### config.mk
export PLATFORM = sky130hd
export DESIGN_NAME = uart_rx
export DESIGN_NICKNAME = d
export VERILOG_FILES = /design/src/rtl/uart_rx_pkg.sv /design/src/rtl/uart_rx_baud_gen.sv /design/src/rtl/uart_rx.sv
export SDC_FILE = /design/constraint.sdc
export NUM_CORES = 1
export LEC_CHECK = 0
export BUFFER_PORTS_ARGS = -buffer_cell sky130_fd_sc_hd__clkbuf_2
export CAP_MARGIN = 20
export CORE_MARGIN = 8
export CORE_UTILIZATION = 52
export CTS_CLUSTER_SIZE = 20
export DETAILED_ROUTE_END_ITERATION = 8
export PLACE_DENSITY_LB_ADDON = 0.1
export SLEW_MARGIN = 20
export SYNTH_ARGS = -nofsm -noshare
export SYNTH_HDL_FRONTEND = slang
export SYNTH_HIERARCHICAL = 1
export SYNTH_SLANG_ARGS = --single-unit
export TNS_END_PERCENT = 30
### constraint.sdc
create_clock -name clk -period 1.9 [get_ports clk]
set_input_delay 0.38 -clock clk [delete_from_list [all_inputs] [get_ports clk]]
set_output_delay 0.38 -clock clk [all_outputs]
set_load 0.05 [all_outputs]
### src/rtl/uart_rx_pkg.sv
// Shared UART definitions: receiver state encoding, default line settings, divisor helpers.
// Reused by uart_rx and the planned uart_tx.
package uart_rx_pkg;

  localparam int unsigned DEF_CLK_FREQ   = 50_000_000;
  localparam int unsigned DEF_BAUD_RATE  = 115_200;
  localparam int unsigned DEF_OVERSAMPLE = 16;

  // state        | meaning
  // ST_IDLE      | line idle, waiting for a 1->0 start edge
  // ST_START     | start bit, verified at its centre
  // ST_DATA      | eight data bits, LSB first, sampled at bit centre
  // ST_PARITY    | even-parity bit (parity build only)
  // ST_STOP      | stop bit, decides rx_valid or rx_error
  // ST_WAIT_HIGH | framing error, waiting for line to return high
  typedef enum logic [2:0] {
    ST_IDLE      = 3'd0,
    ST_START     = 3'd1,
    ST_DATA      = 3'd2,
    ST_PARITY    = 3'd3,
    ST_STOP      = 3'd4,
    ST_WAIT_HIGH = 3'd5
  } rx_state_e;

  function automatic int unsigned calc_div(input int unsigned clk_freq,
                                           input int unsigned baud_rate,
                                           input int unsigned oversample);
    return clk_freq / (baud_rate * oversample);
  endfunction

  // Counter width for a 0..n-1 counter, never narrower than one bit.
  function automatic int unsigned cnt_width(input int unsigned n);
    return (n > 1) ? $clog2(n) : 1;
  endfunction

endpackage

### src/rtl/uart_rx_baud_gen.sv
// Oversample tick generator: counts 0..DIV-1 and ticks on the terminal count.
// Synchronous clear holds the count at zero so ticks align to the start edge.
module uart_rx_baud_gen
  import uart_rx_pkg::*;
#(
  parameter int unsigned DIV = 1
) (
  input  logic clk,
  input  logic reset_n,
  input  logic clr,
  output logic tick
);

  localparam int unsigned CNT_W = cnt_width(DIV);
  localparam logic [CNT_W-1:0] CNT_MAX = CNT_W'(DIV - 1);

  logic [CNT_W-1:0] cnt_q;
  logic [CNT_W-1:0] cnt_d;
  logic             at_max;

  always_comb begin
    at_max = (cnt_q == CNT_MAX);
    tick   = at_max && !clr;
    cnt_d  = cnt_q + CNT_W'(1);
    if (clr || at_max) begin
      cnt_d = '0;
    end
  end

  always_ff @(posedge clk or negedge reset_n) begin
    if (!reset_n) begin
      cnt_q <= '0;
    end else begin
      cnt_q <= cnt_d;
    end
  end

endmodule

### src/rtl/uart_rx.sv
// Oversampling UART receiver, 8N1 by default; define UART_RX_PARITY_EN for 8E1.
// Emits one-cycle rx_valid / rx_error strobes per received frame.
module uart_rx
  import uart_rx_pkg::*;
#(
  parameter int unsigned CLK_FREQ   = DEF_CLK_FREQ,
  parameter int unsigned BAUD_RATE  = DEF_BAUD_RATE,
  parameter int unsigned OVERSAMPLE = DEF_OVERSAMPLE
) (
  input  logic       clk,
  input  logic       reset_n,
  input  logic       rxd,
  output logic [7:0] rx_data,
  output logic       rx_valid,
  output logic       rx_error,
  output logic       rx_busy
);

  // state        | meaning
  // ST_IDLE      | waiting for start edge, baud counter held clear
  // ST_START     | confirm start bit low at its centre, else false start
  // ST_DATA      | shift in 8 bits LSB first at each bit centre
  // ST_PARITY    | capture even-parity bit (UART_RX_PARITY_EN only)
  // ST_STOP      | stop-bit centre: good frame or error, leaves early for back-to-back
  // ST_WAIT_HIGH | after framing error, hold until line idles high

  localparam int unsigned DIV  = calc_div(CLK_FREQ, BAUD_RATE, OVERSAMPLE);
  localparam int unsigned PH_W = cnt_width(OVERSAMPLE);
  localparam logic [PH_W-1:0] PH_MID = PH_W'(OVERSAMPLE / 2 - 1);
  localparam logic [PH_W-1:0] PH_END = PH_W'(OVERSAMPLE - 1);

  rx_state_e       state_q, state_d;
  logic            sync1_q, sync1_d;
  logic            rxs_q, rxs_d;
  logic            rxs_prev_q, rxs_prev_d;
  logic [PH_W-1:0] phase_q, phase_d;
  logic [2:0]      bit_q, bit_d;
  logic [7:0]      shift_q, shift_d;
  logic [7:0]      data_q, data_d;
  logic            valid_q, valid_d;
  logic            error_q, error_d;
`ifdef UART_RX_PARITY_EN
  logic            parity_q, parity_d;
`endif

  logic tick;
  logic baud_clr;
  logic fall;
  logic tick_mid;
  logic tick_end;
  logic parity_ok;
  logic frame_ok;

  assign baud_clr = (state_q == ST_IDLE);

  uart_rx_baud_gen #(
    .DIV (DIV)
  ) u_baud_gen (
    .clk     (clk),
    .reset_n (reset_n),
    .clr     (baud_clr),
    .tick    (tick)
  );

  always_comb begin
    sync1_d    = rxd;
    rxs_d      = sync1_q;
    rxs_prev_d = rxs_q;
    fall       = rxs_prev_q && !rxs_q;
    tick_mid   = tick && (phase_q == PH_MID);
    tick_end   = tick && (phase_q == PH_END);
`ifdef UART_RX_PARITY_EN
    parity_ok  = !(^{shift_q, parity_q});
`else
    parity_ok  = 1'b1;
`endif
    frame_ok   = rxs_q && parity_ok;
  end

  always_ff @(posedge clk or negedge reset_n) begin
    if (!reset_n) begin
      state_q    <= ST_IDLE;
      sync1_q    <= 1'b1;
      rxs_q      <= 1'b1;
      rxs_prev_q <= 1'b1;
      phase_q    <= '0;
      bit_q      <= '0;
      shift_q    <= '0;
      data_q     <= '0;
      valid_q    <= 1'b0;
      error_q    <= 1'b0;
`ifdef UART_RX_PARITY_EN
      parity_q   <= 1'b0;
`endif
    end else begin
      state_q    <= state_d;
      sync1_q    <= sync1_d;
      rxs_q      <= rxs_d;
      rxs_prev_q <= rxs_prev_d;
      phase_q    <= phase_d;
      bit_q      <= bit_d;
      shift_q    <= shift_d;
      data_q     <= data_d;
      valid_q    <= valid_d;
      error_q    <= error_d;
`ifdef UART_RX_PARITY_EN
      parity_q   <= parity_d;
`endif
    end
  end

  always_comb begin
    state_d = state_q;
    unique case (state_q)
      ST_IDLE: begin
        if (fall) state_d = ST_START;
      end
      ST_START: begin
        if (tick_mid) state_d = rxs_q ? ST_IDLE : ST_DATA;
      end
      ST_DATA: begin
        if (tick_end && (bit_q == 3'd7)) begin
`ifdef UART_RX_PARITY_EN
          state_d = ST_PARITY;
`else
          state_d = ST_STOP;
`endif
        end
      end
`ifdef UART_RX_PARITY_EN
      ST_PARITY: begin
        if (tick_end) state_d = ST_STOP;
      end
`endif
      // Leaving at stop centre lets a start edge in the second half be accepted.
      ST_STOP: begin
        if (tick_end) state_d = rxs_q ? ST_IDLE : ST_WAIT_HIGH;
      end
      ST_WAIT_HIGH: begin
        if (rxs_q) state_d = ST_IDLE;
      end
      default: state_d = ST_IDLE;
    endcase
  end

  always_comb begin
    phase_d = phase_q;
    bit_d   = bit_q;
    shift_d = shift_q;
    data_d  = data_q;
    valid_d = 1'b0;
    error_d = 1'b0;
`ifdef UART_RX_PARITY_EN
    parity_d = parity_q;
`endif

    if ((state_q == ST_IDLE) || (state_q == ST_WAIT_HIGH)) begin
      phase_d = '0;
      bit_d   = '0;
    end else if (tick) begin
      if (((state_q == ST_START) && tick_mid) || tick_end) begin
        phase_d = '0;
      end else begin
        phase_d = phase_q + PH_W'(1);
      end
    end

    if ((state_q == ST_DATA) && tick_end) begin
      shift_d = {rxs_q, shift_q[7:1]};
      bit_d   = bit_q + 3'd1;
    end

`ifdef UART_RX_PARITY_EN
    if ((state_q == ST_PARITY) && tick_end) begin
      parity_d = rxs_q;
    end
`endif

    if ((state_q == ST_STOP) && tick_end) begin
      valid_d = frame_ok;
      error_d = !frame_ok;
      if (frame_ok) data_d = shift_q;
    end
  end

  always_comb begin
    rx_data  = data_q;
    rx_valid = valid_q;
    rx_error = error_q;
    rx_busy  = (state_q != ST_IDLE);
  end

endmodule

==> flow_summary.ini, run 1 <==
[logic_synthesis]
synth_area_per_cell_um2 = 12.6
async_flop_share = 1.00
ys_seq_area_frac = 0.538
ys_warn_count = 6
synthCells = 134
ys_types = 39
syn_nets = 142
ys.flop_type = dfrtp_1
synth_edf_count = 0
syn_area_um2 = 1680
synth_seq_cells = 36

[floorplanning]
die_x_um = 72.9
num_rows = 20
die_h_um = 72.9
ios = 14
start_util = 0.547
core_area_um2 = 3080
die_area_um2 = 5310

[timing]
min_period_ns = 1.91
grt_setup_unrepaired = yes
fin_ws_ns = -0.0105
slew_headroom = 0.711
final_hold_viol_count = 0
drv_slew = 0
setup_viol = 5
skew_ns = 0.00284
timing.hold.ws_ns = 0.0656
worst_pin_slew_ns = 0.434
post-route-period-util = 1.01
max_freq_mhz = 523

[detailed_routing]
vias_per_cell = 5.33
wl_per_cell_um = 14.6
routed_wl_um = 3040
drt_iter0_markers = 59
vias = 1114
postRouteAntennaNets = 0
wirelength_met1_um = 1410
top_layer_used = met4
first_pass_iters = 4
wl_met2_um = 1450
wl_met3_um = 154
drc = 0

[grt]
grt_pass1_wl_um = 5320
grt_pass1_vias = 1125
overflow = 0
antenna_found_initial = 0
grt_usage = 0.130
grt_start_max_net_pins = 37

[cts]
cts_made_buffers = 5
clk_latency_ns = 0.33
cts-htree-levels = 2
cts_root_buf = clkbuf_4
clockBufferDepth = 2
cts_tree = yes
clock-sinks = 36
path_clk_slew_ns = 0.10

[final_layout]
area_delta_synth_final_pct = 21.3
nets = 172
final_util = 0.663
final_cell_area_um2 = 2040
multi_input_area_um2 = 793
seq_area_um2 = 905
drive_gt1_frac = 0.400
fillCellCount = 235
n_antenna_cell = 0

[power]
p_leak_uw = 0.00101
irDropWorstVdd_uv = 426
powerDensity_nw_per_um2 = 763

[setup_path]
cp_data_arrival_time_ns = 2.13
crit_path_end_kind = flip-flop
cp-start-kind = flip-flop
critical_path.max_fanout = 5
worstSetupPathType = reg -> reg
cp.required_ns = 2.12

[outcome]
violations = negative setup slack
outcome = finished, violations left

[flow_run]
drv_cap = 0

[place]
dpl_cell_area_um2 = 1900
post-dp-hpwl_um = 2030
gp_congestion = 0.773
portBuffers = 13

[worst_hold_path]
hold_class = in -> async
-- report_power, final --
| part | total (uW) | switching [uW] | internal (uW) |
|---|---|---|---|
| Combinational | 300 | 161 | 139 |
| Sequential | 848 | 29.8 | 818 |
| Clock | 410 | 228 | 183 |
| Total | 1560 | 418 | 1140 |
-- per-stage QoR --
stage / setup slack (ns) / std cells / TNS, ns / total power (uW)
6_report: -0.0105 / 209 / -0.0404 / 1560
4_1_cts: -0.0116 / 207 / -0.0160 / 1590
3_5_place_dp: -0.0729 / 198 / -0.694 / 1160
3_3_place_gp: -0.0102 / 198 / -0.0788 / 1150
5_1_grt: -0.103 / 209 / -1.13 / 1650
2_1_floorplan: -0.143 / 134 / -2.13 / 1040
-- repair_timing --
item	CTS	global route
hold buffers	0	0
endpoints found under the setup margin	17	19
buffers inserted	0	2
gates resized for setup	4	9
cloned	1	0
pin swaps	2	0
-- area by class of cell --
| cell class | count | area share |
|---|---|---|
| Inverter | 7 | 0.0141 |
| Timing Repair Buffer | 29 | 0.0987 |
| Sequential cell | 36 | 0.443 |
| Clock buffer | 8 | 0.0288 |
| Tap cell | 44 | 0.0270 |
| Multi-Input combinational cell | 85 | 0.388 |
-- registers in the layout, summed over array words and instances (netlist names), 3 cells and up --
name	count
bit_q	3
phase_q	4
rx_data	8
shift_q	8
state_q	3
u_baud_gen/cnt_q	5
-- logic make-up after synthesis --
kind of cell / Yosys count / share of synthesized area
flip-flops: 36 / 0.538
multiplexers: 21 / 0.137
adder cells (fa/ha/maj): 5 / 0.0372
XOR/XNOR: 3 / 0.0156
buffers and inverters: 14 / 0.0476
AND/OR/NAND/NOR: 35 / 0.152
AO/OA/AOI/OAI: 20 / 0.0736
-- layer usage --
layer	GRT usage	vias up
li1	-	544
met1	0.161	546
met2	0.201	21
met3	0.0495	3
met4	0.0467	0
met5	0	-
-- Yosys cell counts, types with 2 or more instances --
cell type  count  area (um2)
buf_2          4        20.0
dfstp_2        3        78.8
inv_1          7        26.3
xor2_1         2        17.5
nand2_1        3        11.3
ha_1           5        62.6
and4b_1        2        20.0
nor2_1         3        11.3
o21bai_1       2        15.0
dfrtp_1       33         826
nor4_2         2        25.0
nor2b_1        4        25.0
nand3_1        3        15.0
and4_2         2        20.0
nor3_1         4        20.0
a21oi_1        5        25.0
o21ai_0        7        35.0
mux2_2        16         180
buf_6          3        33.8
mux2i_1        5        50.1
-- placed cells by master (no fill, tap or decap), types with 4 or more instances in the layout --
cell	count
a21oi_1	5
nor3_1	4
inv_1	6
o21ai_0	7
clkbuf_2	13
buf_4	14
mux2_4	16
mux2i_1	5
ha_1	5
clkbuf_4	5
dfrtp_1	33
-- critical path, cell delays in order, from the launching register on --
cell and delay, ns:
dfrtp_1 0.39, inv_1 0.06, ha_1 0.13, and4b_1 0.21, nor2b_4 0.17, and4b_2 0.32, nand4_4 0.19, mux2_4 0.34
-- path summary, 6_finish.rpt --
kind                                     start             endpoint  slack, ns  depth (start not counted)
max reg2reg                u_baud_gen/cnt_q[0]           rx_data[0]      -0.01                          7
min reg2reg                              rxs_d             frame_ok       0.36                          0
min                                    reset_n  u_baud_gen/cnt_q[1]       0.07                          2
max in group asynchronous              reset_n           rxs_prev_q       1.49                          2
min in group clk                           rxd                rxs_d       0.12                          1
max                        u_baud_gen/cnt_q[0]           rx_data[0]      -0.01                          7
(Power assumes the default switching activity.)
==> run 2: changes to the inputs <==
CORE_UTILIZATION = 62   (was 52)
clock period = 2.4 ns   (was 1.9 ns; I/O delays follow)
==> run 2 against run 1 <==
  * The flow now finishes without violations
  * Wire length down 5.7%
  * Sequential cell count unchanged
  * Core utilization rose by 2.2 points
  * Fmax fell by 13%
  * Die area fell by 13%
  * Worst hold slack gained 0.16 ns
  * Critical path type unchanged
==> flow_summary.ini, run 2 (synthesized netlist as in run 1, its figures left out) <==
[final_layout]
mostFrequentLayoutCells = dfrtp_1, mux2_2, clkbuf_2
final_common_cell = dfrtp_1
n_antenna_cell = 0
area_delta_synth_final_pct = 8.48
drive_gt1_frac = 0.327
nets = 157

[timing]
grt_setup_unrepaired = no
setup_viol = 0
min_period_ns = 2.20
fin_ws_ns = 0.199
slew_headroom = 0.427
tns_ns = 0
post-route-period-util = 0.917
worst_pin_slew_ns = 0.860
skew_ns = 0.00442
drv_slew = 0
final_hold_viol_count = 0
max_freq_mhz = 454

[setup_path]
ff2ff_setup_slack_ns = 0.20
reg2reg_depth = 8
crit_path_end_kind = flip-flop
slowest_stage = dfrtp_1
path_delay_family = simple AND/OR/NAND/NOR gates
worstSetupPathType = reg -> reg
startpoint = u_baud_gen/cnt_q[0]
cp_num_buf_inv = 2
path_depth = 8
crit_path_max_incr_delay_ns = 0.44
r2r_start = u_baud_gen/cnt_q[0]
cp.required_ns = 2.62
cp-start-kind = flip-flop
crit_chain = inv_1 > ha_1 > and4b_2 > nor2b_1 > nand4_1 > nor2b_2 > buf_4 > mux2_2
critical_path.max_fanout = 11
cp_data_arrival_time_ns = 2.42

[detailed_routing]
vias = 1085
postRouteAntennaNets = 0
routed_wl_um = 2870
drc = 0
first_pass_iters = 4
vias_per_cell = 5.99
drt_iter0_markers = 71
wl_per_cell_um = 15.9

[worst_hold_path]
min_from = rxd
hold_depth = 1
hold_class = in -> reg

[floorplanning]
die_h_um = 68.1
ios = 14
start_util = 0.632
core_area_um2 = 2660
die_area_um2 = 4640
num_rows = 19
die_x_um = 68.1

[power]
p_total_uw = 1270
irDropWorstVdd_uv = 544
powerDensity_nw_per_um2 = 696
p_leak_uw = 0.000906

[grt]
antenna_found_initial = 0
grt_pass1_wl_um = 5010
grt_usage = 0.143
grt_pass1_vias = 1131
overflow = 0
grt_start_max_net_pins = 37

[cts]
cts_root_buf = clkbuf_4
cts_tree = yes
cts_made_buffers = 5
clock-sinks = 36
clk_latency_ns = 0.33
path_clk_slew_ns = 0.11
cts_setup_buffers = 0
cts-htree-levels = 2
clockBufferDepth = 2

[place]
post-dp-hpwl_um = 2000
portBuffers = 13
place_ws_ns = 0.206
gp_congestion = 0.820

[flow_run]
drv_cap = 0

[outcome]
outcome = completed
## run 2: through the flow
step	hold slack [ns]	area [um2]	cells	util
6_report	0.223	1830	181	0.686
2_1_floorplan	0.184	1680	134	-
3_3_place_gp	0.347	1750	173	0.656
3_5_place_dp	0.348	1750	173	0.656
5_1_grt	0.194	1830	181	0.686
4_1_cts	0.213	1820	181	0.685
## run 2: path summary, 6_finish.rpt
check | to
min in group asynchronous | u_baud_gen/cnt_q[2]
worst max-delay path | shift_q[3]
max in group asynchronous | shift_q[4]
worst max register to register | shift_q[3]
worst min-delay path | rxs_d
worst min register to register | frame_ok
## run 2: cell type report
class / instances / area [um2]
sequential: 36 / 905
multi-input combinational: 84 / 699
clock inverter: 2 / 35.0
timing repair buffer: 15 / 80.1
inverter: 7 / 26.3
fill: 198 / 837
tap: 31 / 38.8
clock buffer: 6 / 41.3
## run 2: layer usage
| metal | global-route usage | routed length, um |
|---|---|---|
| met4 | 0.0665 | 40 |
| met1 | 0.168 | 1290 |
| met2 | 0.234 | 1420 |
| met3 | 0.0426 | 118 |
| met5 | 0 | 0 |
## run 2: timing repair
item / in CTS / in global routing
hold buffers: 0 / 0
setup endpoints to repair: 0 / 2
resized for setup: 0 / 1
## run 2: report_power, final
part / leakage, uW / total, uW / switching (uW) / internal, uW
combinational: 0.000381 / 156 / 90.3 / 66.0
sequential: 0.000483 / 702 / 54.6 / 647
clock: 0.0000422 / 412 / 194 / 218
